### src/rtl/lock_sequencer.sv
// rtl/lock_sequencer.sv - combination lock entry sequencer with timed unlock/error/lockout
module lock_sequencer #(
  parameter int N_DIGITS       = 4,
  parameter int DIGIT_W        = 4,
  parameter int OPEN_CYCLES    = 50000000,
  parameter int ERR_CYCLES     = 25000000,
  parameter int LOCKOUT_CYCLES = 250000000,
  parameter int MAX_FAILS      = 3
) (
  input  logic                                clk,
  input  logic                                reset,
  input  logic                                enter_n,
  input  logic [DIGIT_W-1:0]                  sw_code,
  input  logic [N_DIGITS*DIGIT_W-1:0]         code_flat,
  output logic                                unlock,
  output logic                                error,
  output logic                                lockout,
  output logic [$clog2(N_DIGITS)-1:0]         digit_idx,
  output logic [$clog2(MAX_FAILS+1)-1:0]      fail_count
);

  localparam int IDX_W = $clog2(N_DIGITS);
  localparam int FC_W  = $clog2(MAX_FAILS + 1);

  // One timer serves all three timed states, so it is sized for the longest one.
  localparam int MAX_OE  = (OPEN_CYCLES > ERR_CYCLES) ? OPEN_CYCLES : ERR_CYCLES;
  localparam int MAX_CYC = (MAX_OE > LOCKOUT_CYCLES) ? MAX_OE : LOCKOUT_CYCLES;
  localparam int TMR_W   = (MAX_CYC > 1) ? $clog2(MAX_CYC) : 1;

  localparam logic [TMR_W-1:0] OPEN_LOAD = TMR_W'(OPEN_CYCLES - 1);
  localparam logic [TMR_W-1:0] ERR_LOAD  = TMR_W'(ERR_CYCLES - 1);
  localparam logic [TMR_W-1:0] LOCK_LOAD = TMR_W'(LOCKOUT_CYCLES - 1);
  localparam logic [IDX_W-1:0] LAST_IDX  = IDX_W'(N_DIGITS - 1);
  localparam logic [FC_W-1:0]  MAX_FC    = FC_W'(MAX_FAILS);

  typedef enum logic [1:0] {
    ST_ENTRY   = 2'd0,
    ST_OPEN    = 2'd1,
    ST_FAIL    = 2'd2,
    ST_LOCKOUT = 2'd3
  } state_t;

  state_t             state_q;
  logic               s1_q, s2_q, s3_q;
  logic               press_q;
  logic               press_d;
  logic               mismatch_q;
  logic [IDX_W-1:0]   digit_idx_q;
  logic [FC_W-1:0]    fail_count_q;
  logic [TMR_W-1:0]   timer_q;
  logic               unlock_q, error_q, lockout_q;

  logic [DIGIT_W-1:0] exp_digit;
  logic               digit_miss;
  logic [FC_W-1:0]    fail_inc;

  // Falling-edge detect on the synchronized key; one pulse per high->low transition.
  always_comb begin
    press_d = s3_q & ~s2_q;
  end

  // Two-flop synchronizer plus history flop; idle (released key) value is 1.
  always_ff @(posedge clk) begin
    if (reset) begin
      s1_q    <= 1'b1;
      s2_q    <= 1'b1;
      s3_q    <= 1'b1;
      press_q <= 1'b0;
    end else begin
      s1_q    <= enter_n;
      s2_q    <= s1_q;
      s3_q    <= s2_q;
      press_q <= press_d;
    end
  end

  // Select the stored digit for the current position and compare with the switches.
  always_comb begin
    exp_digit = '0;
    for (int i = 0; i < N_DIGITS; i++) begin
      if (digit_idx_q == IDX_W'(i)) begin
        exp_digit = code_flat[i*DIGIT_W +: DIGIT_W];
      end
    end
    digit_miss = (sw_code != exp_digit);
    fail_inc   = (fail_count_q == MAX_FC) ? MAX_FC : (fail_count_q + FC_W'(1));
  end

  // Main sequencer: digit entry, timed result states and failed-attempt bookkeeping.
  always_ff @(posedge clk) begin
    if (reset) begin
      state_q      <= ST_ENTRY;
      mismatch_q   <= 1'b0;
      digit_idx_q  <= '0;
      fail_count_q <= '0;
      timer_q      <= '0;
      unlock_q     <= 1'b0;
      error_q      <= 1'b0;
      lockout_q    <= 1'b0;
    end else begin
      case (state_q)
        ST_ENTRY: begin
          if (press_q) begin
            if (digit_idx_q != LAST_IDX) begin
              digit_idx_q <= digit_idx_q + IDX_W'(1);
              if (digit_miss) begin
                mismatch_q <= 1'b1;
              end
            end else begin
              // Last digit: the verdict covers every digit, never which one was wrong.
              digit_idx_q <= '0;
              mismatch_q  <= 1'b0;
              if (mismatch_q || digit_miss) begin
                state_q      <= ST_FAIL;
                error_q      <= 1'b1;
                timer_q      <= ERR_LOAD;
                fail_count_q <= fail_inc;
              end else begin
                state_q      <= ST_OPEN;
                unlock_q     <= 1'b1;
                timer_q      <= OPEN_LOAD;
                fail_count_q <= '0;
              end
            end
          end
        end

        ST_OPEN: begin
          if (timer_q == '0) begin
            state_q  <= ST_ENTRY;
            unlock_q <= 1'b0;
          end else begin
            timer_q <= timer_q - TMR_W'(1);
          end
        end

        ST_FAIL: begin
          if (timer_q == '0) begin
            error_q <= 1'b0;
            if (fail_count_q == MAX_FC) begin
              state_q   <= ST_LOCKOUT;
              lockout_q <= 1'b1;
              timer_q   <= LOCK_LOAD;
            end else begin
              state_q <= ST_ENTRY;
            end
          end else begin
            timer_q <= timer_q - TMR_W'(1);
          end
        end

        ST_LOCKOUT: begin
          if (timer_q == '0) begin
            state_q      <= ST_ENTRY;
            lockout_q    <= 1'b0;
            fail_count_q <= '0;
          end else begin
            timer_q <= timer_q - TMR_W'(1);
          end
        end

        default: begin
          state_q   <= ST_ENTRY;
          unlock_q  <= 1'b0;
          error_q   <= 1'b0;
          lockout_q <= 1'b0;
        end
      endcase
    end
  end

  assign unlock     = unlock_q;
  assign error      = error_q;
  assign lockout    = lockout_q;
  assign digit_idx  = digit_idx_q;
  assign fail_count = fail_count_q;

endmodule

### config.mk
export PLATFORM = sky130hd
export DESIGN_NAME = lock_sequencer
export DESIGN_NICKNAME = d
export VERILOG_FILES = /design/src/rtl/lock_sequencer.sv
export SDC_FILE = /design/constraint.sdc
export NUM_CORES = 1
export LEC_CHECK = 0
export CORE_ASPECT_RATIO = 0.5
export CORE_MARGIN = 2
export CORE_UTILIZATION = 30
export DETAILED_ROUTE_END_ITERATION = 10
export PLACE_DENSITY = 0.57
export SLEW_MARGIN = 40
export SYNTH_ARGS = -nofsm -noshare
export SYNTH_HDL_FRONTEND = slang
export SYNTH_SLANG_ARGS = --single-unit
### constraint.sdc
create_clock -name clk -period 2.6 [get_ports clk]
set_input_delay 0.39 -clock clk [delete_from_list [all_inputs] [get_ports clk]]
set_output_delay 0.39 -clock clk [all_outputs]
set_load 0.005 [all_outputs]
==> results.yml <==
power_and_ir_drop:
  powerDensity_nw_per_um2: 850
  ir_drop_v: 0.000272
  p_total_mw: 2.76
  p_leak_nw: 1.15
drt:
  first_iter_violations: 151
  drt-met1-wl_microns: 3540
  highest_layer: "met4"
  dr_wl_met3_microns: 553
  wl_per_cell_microns: 16.3
  wl_met2_microns: 3440
  via_count: 2606
  drc: 0
  wirelength_microns: 7670
  viasPerCell: 5.53
  firstDrtPassIters: 5
  ant_nets: 0
worst_setup_path:
  worst_path_max_delay_cell: "a2111oi_1"
  crit_arrival_ns: 2.60
  crit_chain: "inv_1, ha_1, nor4b_1, buf_4, and4_1, a21oi_1, nor2_1, o21ai_0, a2111oi_1"
  path_class: "register to register"
  worstSetupEndpointType: "register"
  crit_family: "compound AO/OA/AOI/OAI gates"
  critical_path.max_stage_delay_ns: 0.45
  crit_buf_inv: 2
  required_ns: 2.76
  cp-start-kind: "register"
  cp_max_fo: 5
yosys:
  ys_ff_latch: 42
  synth-adder-area-share_pct: 2.98
  synth_edf_count: 0
  synth_nets: 340
  synth.most_common_cell: "dfxtp_1"
  ys_top_cells_by_area: "dfxtp_1 (33%), a21oi_1 (4.2%), nor2_1 (3.7%)"
  synth-simple-area-share_pct: 29.8
  synthArstFlopShare_pct: 0
  yosysWarnings: 0
  synth_top_area_cell: "dfxtp_1"
  yosys_most_used_dff: "dfxtp_1"
  synth_compound_area_share_pct: 25.4
  muxShareOfSynthArea_pct: 0
  synth_top_family_by_area: "simple AND/OR/NAND/NOR gates"
  synth_cells: 311
  synth_common_cells: "dfxtp_1 (42), nor2_1 (25), a21oi_1 (21), nand2_1 (19)"
  avgSynthCellArea_sq_um: 8.11
  synth_cell_type_count: 55
  seq_area_frac_synth_pct: 33.3
  synth_top_area_share_pct: 33.3
  synth_xor_area_share_pct: 3.47
  synth_area_sq_um: 2520
clocking:
  clock_latency_ns: 0.29
  post_cts_buffers: 0
  cts_tree: "done"
  cts_hold_buf: 0
  clockRootBuffer: "clkbuf_16"
  cts.path.max_buffers: 2
  cts_buffers: 5
  cts_sinks: 42
  clk_pin_slew_ns: 0.06
  h-tree-depth: 2
timing:
  period_share_pct: 94.1
  final_max_slew_viol_count: 0
  fin_ws_ns: 0.154
  period_needed_ns: 2.45
  relSlewSlack_pct: 55.4
  max_freq_mhz: 409
  finalSetupViolCount: 0
  hold_violations: 0
  worst_pin_slew_ns: 0.664
  timing.hold.ws_ns: 0.407
  finClkSkew_ns: 0.00725
floorplan:
  io_pins: 30
  die_area_sq_um: 9200
  core_region_area_sq_um: 8090
  start_util_pct: 31.2
  rows: 23
  die_w_microns: 134
  dieHeight_microns: 68.8
finish:
  nNetsFinal: 387
  fin_cells: 471
  design_area_sq_um: 3250
  area_growth_pct: 28.8
  antennaDiodeCount: 0
  drive_gt1_share_pct: 15.9
global_routing:
  grt_max_degree: 23
  antenna_found_initial: 0
  grt_usage_pct: 17.6
  grt-ovfl-total: 0
  grt_pass1_wl_microns: 12600
  grt_pass1_vias: 2515
placement:
  dp_cells: 463
  place_area_sq_um: 3090
  portBuffers: 29
  pre_cts_ws_ns: 0.0182
  gp_congestion: 0.859
  dp_hpwl_microns: 5680
run:
  drv_cap: 0
status:
  status: "complete, no violations"
min_path:
  hold_path.class: "register to register"
## area by class of cell
cell class / count / area, sq um
clock buffer: 7 / 143
clock inverter: 1 / 5.00
fill: 808 / 4840
inverter: 18 / 67.6
multi-input combinational: 238 / 1570
sequential: 42 / 842
tap: 112 / 140
timing repair buffer: 53 / 483
## final timing paths
| path | from | endpoint | slack [ns] | cells past startpoint |
|---|---|---|---|---|
| max | timer_q[0]$_SDFFE_PP0P_ | timer_q[25]$_SDFFE_PP0P_ | 0.15 | 9 |
| min | s3_q$_SDFF_PP1_ | press_q$_SDFF_PP0_ | 0.41 | 2 |
| max reg2reg | timer_q[0]$_SDFFE_PP0P_ | timer_q[25]$_SDFFE_PP0P_ | 0.15 | 9 |
| min reg2reg | s3_q$_SDFF_PP1_ | press_q$_SDFF_PP0_ | 0.41 | 2 |
## kinds of logic (layout without fill, tap and decap cells)
family,count (synthesis),after routing
compound gates,95,95
buf+inv,31,79
flops,42,42
simple gates,127,127
xor+xnor,10,10
fa+ha+maj,6,6
## state kept, by name, summed over array words and instances, names as in the netlist
register / flops
unlock: 1
fail_count: 2
press_q: 1
error: 1
mismatch_q: 1
s3_q: 1
timer_q: 28
state_q: 2
lockout: 1
digit_idx: 2
s1_q: 1
s2_q: 1
## power by group
part	internal [mW]	total, mW	switching [mW]
Clock	0.381	0.627	0.247
Combinational	0.550	1.28	0.727
Sequential	0.735	0.855	0.120
Total	1.67	2.76	1.09
## cells in the final DEF (no fill, tap or decap), types with 8 or more instances in the layout
master / netlist / layout
o22ai_1: 8 / 8
clkdlybuf4s50_1: 0 / 29
nand3_1: 13 / 12
dfxtp_1: 42 / 41
nand2_1: 19 / 19
nor2_1: 25 / 25
inv_1: 18 / 18
nor3_1: 18 / 18
a21oi_1: 21 / 21
buf_4: 0 / 23
o21ai_0: 17 / 17
## metrics by stage
stage          utilization [%]  setup TNS, ns
6_report                  40.2              0
5_1_grt                   40.2      -0.000721
4_1_cts                   40.0              0
3_5_place_dp              38.2              0
3_3_place_gp              38.2              0
2_1_floorplan                -              0
## tightest hold or removal path: stages (launching register included)
cell     delay [ns]
dfxtp_1        0.29
inv_1          0.04
nor2_1         0.03
## repair_timing
action	CTS	global route
resized for setup	0	4
endpoints found under the setup margin	0	6
endpoints found under the hold margin	0	0
## per-layer routing
metal / track usage, % / up-vias
met2: 31.3 / 105
li1: - / 1260
met1: 21.7 / 1228
met3: 3.80 / 13
met4: 6.25 / 0
met5: 0 / -
Note: power is estimated with default switching activity, not from simulation.
